===== src/rtl/pipe_add_if.sv =====
// pipe_add_if: operand/result stream bundle for pipe_add.
//
// Operand side : in_valid, in_ready, a, b, cin, sub
// Result side  : out_valid, out_ready, sum, cout
//
// The modport named "slave" belongs to the adder. It consumes operand beats
// and produces result beats. The modport named "master" belongs to whatever
// drives operands and accepts results.
interface pipe_add_if #(
  parameter int WIDTH = 100
);
  logic             in_valid;
  logic             in_ready;
  logic [WIDTH-1:0] a;
  logic [WIDTH-1:0] b;
  logic             cin;
  logic             sub;
  logic             out_valid;
  logic             out_ready;
  logic [WIDTH-1:0] sum;
  logic             cout;

  modport master (
    output in_valid, a, b, cin, sub, out_ready,
    input  in_ready, out_valid, sum, cout
  );

  modport slave (
    input  in_valid, a, b, cin, sub, out_ready,
    output in_ready, out_valid, sum, cout
  );
endinterface


===== src/rtl/pipe_add.sv =====
// pipe_add: pipelined ripple-segment adder/subtractor on a valid/ready stream.
//
//   {cout, sum} = a + (sub ? ~b : b) + cin
//
// The operand word is cut into SEG-bit segments, and one segment is added per
// pipeline stage. The carry between stages is registered, so the longest path
// is a single SEG-bit ripple. STAGES = ceil(WIDTH/SEG). A beat accepted at a
// clock edge leaves the pipeline STAGES edges later, counting the capture edge.
//
// Ports:
//   clk  - sole clock, rising edge
//   rst  - synchronous, active-high reset; clears every valid bit and the
//          visible sum/cout
//   s    - pipe_add_if.slave:
//          in_valid/in_ready/a/b/cin/sub    operand beat
//          out_valid/out_ready/sum/cout     result beat
//
// Flow control: the whole pipeline advances together unless the final stage
// holds a result the consumer refuses. in_ready is that advance signal, so it
// depends only on out_valid/out_ready, never on in_valid.
module pipe_add #(
  parameter int WIDTH = 100,
  parameter int SEG   = 25
) (
  input logic       clk,
  input logic       rst,
  pipe_add_if.slave s
);

  localparam int STAGES = (WIDTH + SEG - 1) / SEG;

  logic             advance;
  logic [WIDTH-1:0] b_eff;

  assign advance    = !(s.out_valid && !s.out_ready);
  assign s.in_ready = advance;

  // B is inverted once, at capture. Later stages only ever see B'.
  assign b_eff = s.sub ? ~s.b : s.b;

  // Stage k adds bits [HI:LO] and stores the finished low word [HI:0] and
  // its carry. It also stores whatever operand bits above HI are still
  // unsummed (REM of them). The last stage has none left to store.
  for (genvar k = 0; k < STAGES; k++) begin : g_stage
    localparam int LO  = k * SEG;
    localparam int HI  = (LO + SEG > WIDTH) ? WIDTH - 1 : LO + SEG - 1;
    localparam int SW  = HI - LO + 1;
    localparam int REM = WIDTH - 1 - HI;

    logic          vld_in;
    logic          cy_in;
    logic [SW-1:0] seg_a;
    logic [SW-1:0] seg_b;
    logic [SW:0]   seg_sum;
    logic [HI:0]   acc_d;

    logic          vld_q;
    logic          cy_q;
    logic [HI:0]   acc_q;

    if (k == 0) begin : g_head
      assign vld_in = s.in_valid;
      assign cy_in  = s.cin;
      assign seg_a  = s.a[HI:0];
      assign seg_b  = b_eff[HI:0];
      assign acc_d  = seg_sum[SW-1:0];
    end else begin : g_body
      // Segment k occupies the low SW bits of the predecessor's leftover
      // operands. The finished low word is passed along unchanged.
      assign vld_in = g_stage[k-1].vld_q;
      assign cy_in  = g_stage[k-1].cy_q;
      assign seg_a  = g_stage[k-1].g_rest.opa_q[SW-1:0];
      assign seg_b  = g_stage[k-1].g_rest.opb_q[SW-1:0];
      assign acc_d  = {seg_sum[SW-1:0], g_stage[k-1].acc_q};
    end

    // One extra bit so the segment carry falls out of the add.
    assign seg_sum = {1'b0, seg_a} + {1'b0, seg_b} + {{SW{1'b0}}, cy_in};

    // NOTE: state is updated with non-blocking assignments so that every
    // stage samples its predecessor's value from before this clock edge.
    always_ff @(posedge clk) begin
      if (rst) begin
        vld_q <= 1'b0;
        cy_q  <= 1'b0;
        acc_q <= '0;
      end else if (advance) begin
        vld_q <= vld_in;
        cy_q  <= seg_sum[SW];
        acc_q <= acc_d;
      end
    end

    if (REM > 0) begin : g_rest
      logic [REM-1:0] opa_d;
      logic [REM-1:0] opb_d;
      logic [REM-1:0] opa_q;
      logic [REM-1:0] opb_q;

      if (k == 0) begin : g_cap
        assign opa_d = s.a[WIDTH-1:HI+1];
        assign opb_d = b_eff[WIDTH-1:HI+1];
      end else begin : g_fwd
        assign opa_d = g_stage[k-1].g_rest.opa_q[REM+SW-1:SW];
        assign opb_d = g_stage[k-1].g_rest.opb_q[REM+SW-1:SW];
      end

      // NOTE: the pending-operand registers have no reset. Their contents
      // matter only under a set valid bit, and reset clears every valid bit.
      always_ff @(posedge clk) begin
        if (advance) begin
          opa_q <= opa_d;
          opb_q <= opb_d;
        end
      end
    end
  end

  // The final stage holds the whole aligned word.
  assign s.out_valid = g_stage[STAGES-1].vld_q;
  assign s.sum       = g_stage[STAGES-1].acc_q;
  assign s.cout      = g_stage[STAGES-1].cy_q;

endmodule


===== src/flat_wrapper.sv =====
// flat-port wrapper written by rule: the top's interface ports become plain ports
module pipe_add_flat 
#(
  parameter int WIDTH = 100,
  parameter int SEG   = 25
)
  (clk, rst, s_in_valid, s_a, s_b, s_cin, s_sub, s_out_ready, s_in_ready, s_out_valid, s_sum, s_cout);
  pipe_add_if #(.WIDTH(WIDTH)) s_i ();
  input logic clk;
  input logic rst;
  input wire logic [$bits(s_i.in_valid)-1:0] s_in_valid;
  input wire logic [$bits(s_i.a)-1:0] s_a;
  input wire logic [$bits(s_i.b)-1:0] s_b;
  input wire logic [$bits(s_i.cin)-1:0] s_cin;
  input wire logic [$bits(s_i.sub)-1:0] s_sub;
  input wire logic [$bits(s_i.out_ready)-1:0] s_out_ready;
  output wire logic [$bits(s_i.in_ready)-1:0] s_in_ready;
  output wire logic [$bits(s_i.out_valid)-1:0] s_out_valid;
  output wire logic [$bits(s_i.sum)-1:0] s_sum;
  output wire logic [$bits(s_i.cout)-1:0] s_cout;
  assign s_i.in_valid = s_in_valid;
  assign s_i.a = s_a;
  assign s_i.b = s_b;
  assign s_i.cin = s_cin;
  assign s_i.sub = s_sub;
  assign s_i.out_ready = s_out_ready;
  assign s_in_ready = s_i.in_ready;
  assign s_out_valid = s_i.out_valid;
  assign s_sum = s_i.sum;
  assign s_cout = s_i.cout;
  pipe_add #(.WIDTH(WIDTH), .SEG(SEG)) u_core (.clk(clk), .rst(rst), .s(s_i));
endmodule

===== config.mk =====
export PLATFORM = sky130hd
export DESIGN_NAME = pipe_add_flat
export DESIGN_NICKNAME = d
export VERILOG_FILES = /design/src/rtl/pipe_add_if.sv /design/src/rtl/pipe_add.sv /design/src/flat_wrapper.sv
export SDC_FILE = /design/constraint.sdc
export NUM_CORES = 1
export LEC_CHECK = 0
export CORE_UTILIZATION = 43
export DETAILED_ROUTE_END_ITERATION = 8
export PLACE_DENSITY_LB_ADDON = 0.1
export SYNTH_ARGS = -nofsm -noshare
export SYNTH_HDL_FRONTEND = slang
export SYNTH_SLANG_ARGS = --single-unit

===== constraint.sdc =====
create_clock -name clk -period 29.6 [get_ports clk]
set_input_delay 8.88 -clock clk [delete_from_list [all_inputs] [get_ports clk]]
set_output_delay 8.88 -clock clk [all_outputs]
set_load 0.005 [all_outputs]

Yosys cells after proc, flatten, opt, wreduce, memory -nomap -nowiden:

Index checks and enable logic that the tools add are counted.

* input port bits: 206
* flip-flop bits (word level): 558
* RAM bits: 0
* word-level logic and storage cells: 31
* ROM bits: 0
* output and inout port bits: 103
* memories kept: 0
* latch bits: 0

* add/sub/neg operators: 8
* muxes and demuxes: 1
* reductions and logical operators: 3
* bitwise logic cells: 1
* multipliers: 0
* equality and inequality tests: 0
* shift-type cells: 0
* div/mod/pow operators: 0
* order comparisons: 0

Operator list (count)
* $add 25x25->26: 4
* $add 26x1->26: 4
* $mux 100: 1
* $not 100->100: 1
* $logic_not 1->1: 2
* $logic_and 1x1->1: 1

Logic depth before layout (Yosys ltp):

* word-level depth: 4
* depth in mapped cells: 13
* gate-level depth less buffers: 12

Worst setup path after synthesis:

No wires, ideal clock.

* path type: input-to-output
* start point: input port s_out_ready
* end point: output port s_in_ready
* path buffers: 4
* setup slack: 2.675 ns
* data required time: 20.720 ns
* stages on the path: 6
* data arrival time: 18.045 ns
* cells stage by stage: nor2b_1 clkbuf_1 inv_1 clkbuf_1 clkbuf_1 buf_1

* word-level cells in the longest chain between the ends: 3

RTL lines
* start: declaration: RTL line flat_wrapper.sv:16 `input wire logic [$bits(s_i.out_ready)-1:0] s_out_ready;`
* $logic_not 1->1: RTL line pipe_add.sv:35 `assign advance = !(s.out_valid && !s.out_ready);`
* $logic_and 1x1->1: RTL line pipe_add.sv:35
* $logic_not 1->1: RTL line pipe_add.sv:35
* end: declaration: RTL line flat_wrapper.sv:17 `output wire logic [$bits(s_i.in_ready)-1:0] s_in_ready;`

No other way between the ends.

Final worst setup path:

Ends and elaborated chain as after synthesis.

==> flow_summary.yaml <==
outcome:
  status: "finished clean"
timing:
  fin_crit_sh: 0.6571
  finalCriticalPeriod_ns: 19.45
  setup-tns-final_ns: 0
  hold_viol_final: 0
  fmax_mhz: 51.41
  fin_ws_ns: 10.15
  fin_skew_ns: 0.01623
  rsz0062_at_grt: "no"
  slew_headroom: 0.3426
  tightest_slew_ns: 0.9862
  timing.final.max_slew_violations: 0
  setup_viol: 0
power_and_ir_drop:
  peakVddDrop_v: 0.00004597
  pwr_density_cell_nw_per_um2: 70.60
  leakagePower_uw: 0.01132
setup_path:
  crit_path_top_delay_cell: "clkdlybuf4s50_1"
  critPathCaptureType: "output port"
  critPathLaunchType: "input port"
  max_stage_delay_ns: 0.62
  path_max_fanout: 93
  reg2reg_slack_ns: 26.42
  critical_path_class: "input port to output port"
  cp.required_ns: 20.72
  crit_top_cell: "clkdlybuf4s50_1"
  worstPathArrival_ns: 10.57
  cp_cell_sequence: "clkdlybuf4s50_1 -> nor2b_4 -> inv_8 -> clkdlybuf4s50_1"
grt:
  grt_pass1_vias: 16289
  grt_use_total: 0.1846
  grt_antenna_before_repair: 0
  grt_max_degree: 96
  grt_first_pass_wirelength_um: 83490
  grt_overflow: 0
floorplanning:
  die_h_um: 236.7
  die_w_um: 236.7
  design.die.area_um2: 56030
  boundaryPins: 309
  initial_core_util: 0.4376
  core_region_area_um2: 54130
  rows: 85
layout:
  layout_commonest_cell: "nand2_1"
  final_util: 0.5454
  drive_gt1_frac: 0.05249
  final_cells: 3211
  n_fill_cell: 4688
  layout_common_cells: "461 x nand2_1, 306 x clkdlybuf4s50_1, 300 x edfxtp_1"
  n_antenna_cell: 0
  multiInputGateArea_um2: 8990
  syn_to_final_growth_pct: 24.63
  fin_nets: 2774
  seqCellArea_um2: 14170
clock_network:
  ctsResizeCount: 0
  cts_tree: "yes"
  cts_htree_levels: 2
  root_buffer: "clkbuf_16"
  postCtsSetupBuffers: 0
  clk_path_buf_depth: 3
  cts_sinks: 558
  clk_latency_ns: 0.62
  cts.clk_slew.worst_paths_ns: 0.06
  cts_buffers: 59
  cts-hold-fix-buffers: 0
placed_design:
  place.gp.congestion: 0.8629
  preCtsSetupSlack_ns: 10.12
  post-place-cells: 3099
  dp_hpwl_um: 35570
  port_buffers: 308
synth:
  async_flop_share: 0
  synth-edff-count: 300
  yosys.area.top_type: "edfxtp_1"
  synthTopCellsByArea: "edfxtp_1 38%, dfxtp_1 22%, nand2_1 7.3%, a21oi_1 5.9%, ha_1 5.1%"
  syn-instance-count: 2193
  avgSynthCellArea_um2: 10.80
  ys_ff_latch: 558
  syn_area_um2: 23690
  seq_area_frac_synth: 0.5983
  yosysWarnings: 0
  synth_fp_nets: 2503
  dominantRegCellSynth: "edfxtp_1"
  synth_top_area_frac: 0.3803
  ys_types: 74
worst_hold_path:
  holdCritPathClass: "flop to flop"
drt:
  drt-initial-drc-count: 1022
  wirelength_um: 52030
  drcViolationCount: 0
  vias_per_cell: 5.153
  drt_first_pass_iters: 5
  vias: 16545
  wire_per_inst_um: 16.20
  ant_nets: 0
flow_run:
  cap_violations: 0
==> report_power, final <==
part	switching (uW)	internal [uW]
clock network	305	503
logic	170	161
registers	40.2	904
==> cell type report <==
| type | instances | share of cell area |
|---|---|---|
| clock buffers | 74 | 0.05370 |
| clock inverters | 38 | 0.01958 |
| inverters | 32 | 0.004323 |
| multi-input cells | 1490 | 0.3045 |
| flip-flops and latches | 558 | 0.4801 |
| well taps | 696 | 0.02950 |
| repair buffers | 323 | 0.1083 |
==> metrics by stage <==
stage	area, um^2	total power (uW)	hold WS (ns)
6_report	29520	2084	0.4156
3_3_place_gp	27360	1287	0.4032
4_1_cts	29520	2111	0.4146
3_5_place_dp	27360	1292	0.4045
2_1_floorplan	23690	1164	0.4003
5_1_grt	29520	2185	0.4189
==> Yosys cell counts (22+ instances only) <==
library cell and instances:
inv_1 32, edfxtp_1 300, xor2_1 124, o21ai_1 22
nor2_1 73, a21oi_1 281, a21o_1 53, nand2_1 461
xnor2_1 45, dfxtp_1 258, nand3_1 29, ha_1 96
o21ai_0 75, clkbuf_1 104
==> state kept, by name (all words and copies together), names as in the netlist <==
name	flops
u_core.s.sum	100
u_core.s.cout	1
u_core.g_stage.acc_q	150
u_core.s.out_valid	1
u_core.g_stage.g_rest.opb_q	150
u_core.g_stage.g_rest.opa_q	150
u_core.g_stage.cy_q	3
u_core.g_stage.vld_q	3
==> kinds of logic (layout without fill, tap and decap cells) <==
logic type                 Yosys count  in the layout  share of synthesized area
xor gates and xnor gates           169            169                    0.06248
AOI/OAI and AO/OA                  543            543                     0.1373
and+or+nand+nor                    670            670                     0.1197
muxes                                4              4                   0.001690
buffers and inverters              145            467                    0.02303
DFF                                558            558                     0.5983
adders and majority gates          104            104                    0.05747
==> layer usage <==
layer | GRT usage | up-vias | part of all wire
li1 | - | 8294 | -
met1 | 0.2493 | 7786 | 0.47
met2 | 0.3061 | 392 | 0.46
met3 | 0.02821 | 73 | 0.047
met4 | 0.05529 | 0 | 0.021
met5 | 0 | - | 0
==> worst max-delay path: cells and delay by family <==
family                 cells  cell delay, ns
buffers and inverters      3            1.55
and+or+nand+nor            1            0.07
==> path summary, 6_finish.rpt <==
check             cells after the start                               start                            endpoint
hold reg to reg                       0  u_core.g_stage[0].g_rest.opa_q[59]  u_core.g_stage[1].g_rest.opa_q[34]
setup / recovery                      4                         s_out_ready                          s_in_ready
hold / removal                        0  u_core.g_stage[0].g_rest.opa_q[59]  u_core.g_stage[1].g_rest.opa_q[34]
setup reg to reg                     12   u_core.g_stage[0].g_rest.opa_q[0]         u_core.g_stage[1].acc_q[49]
(Power assumes the default switching activity.)
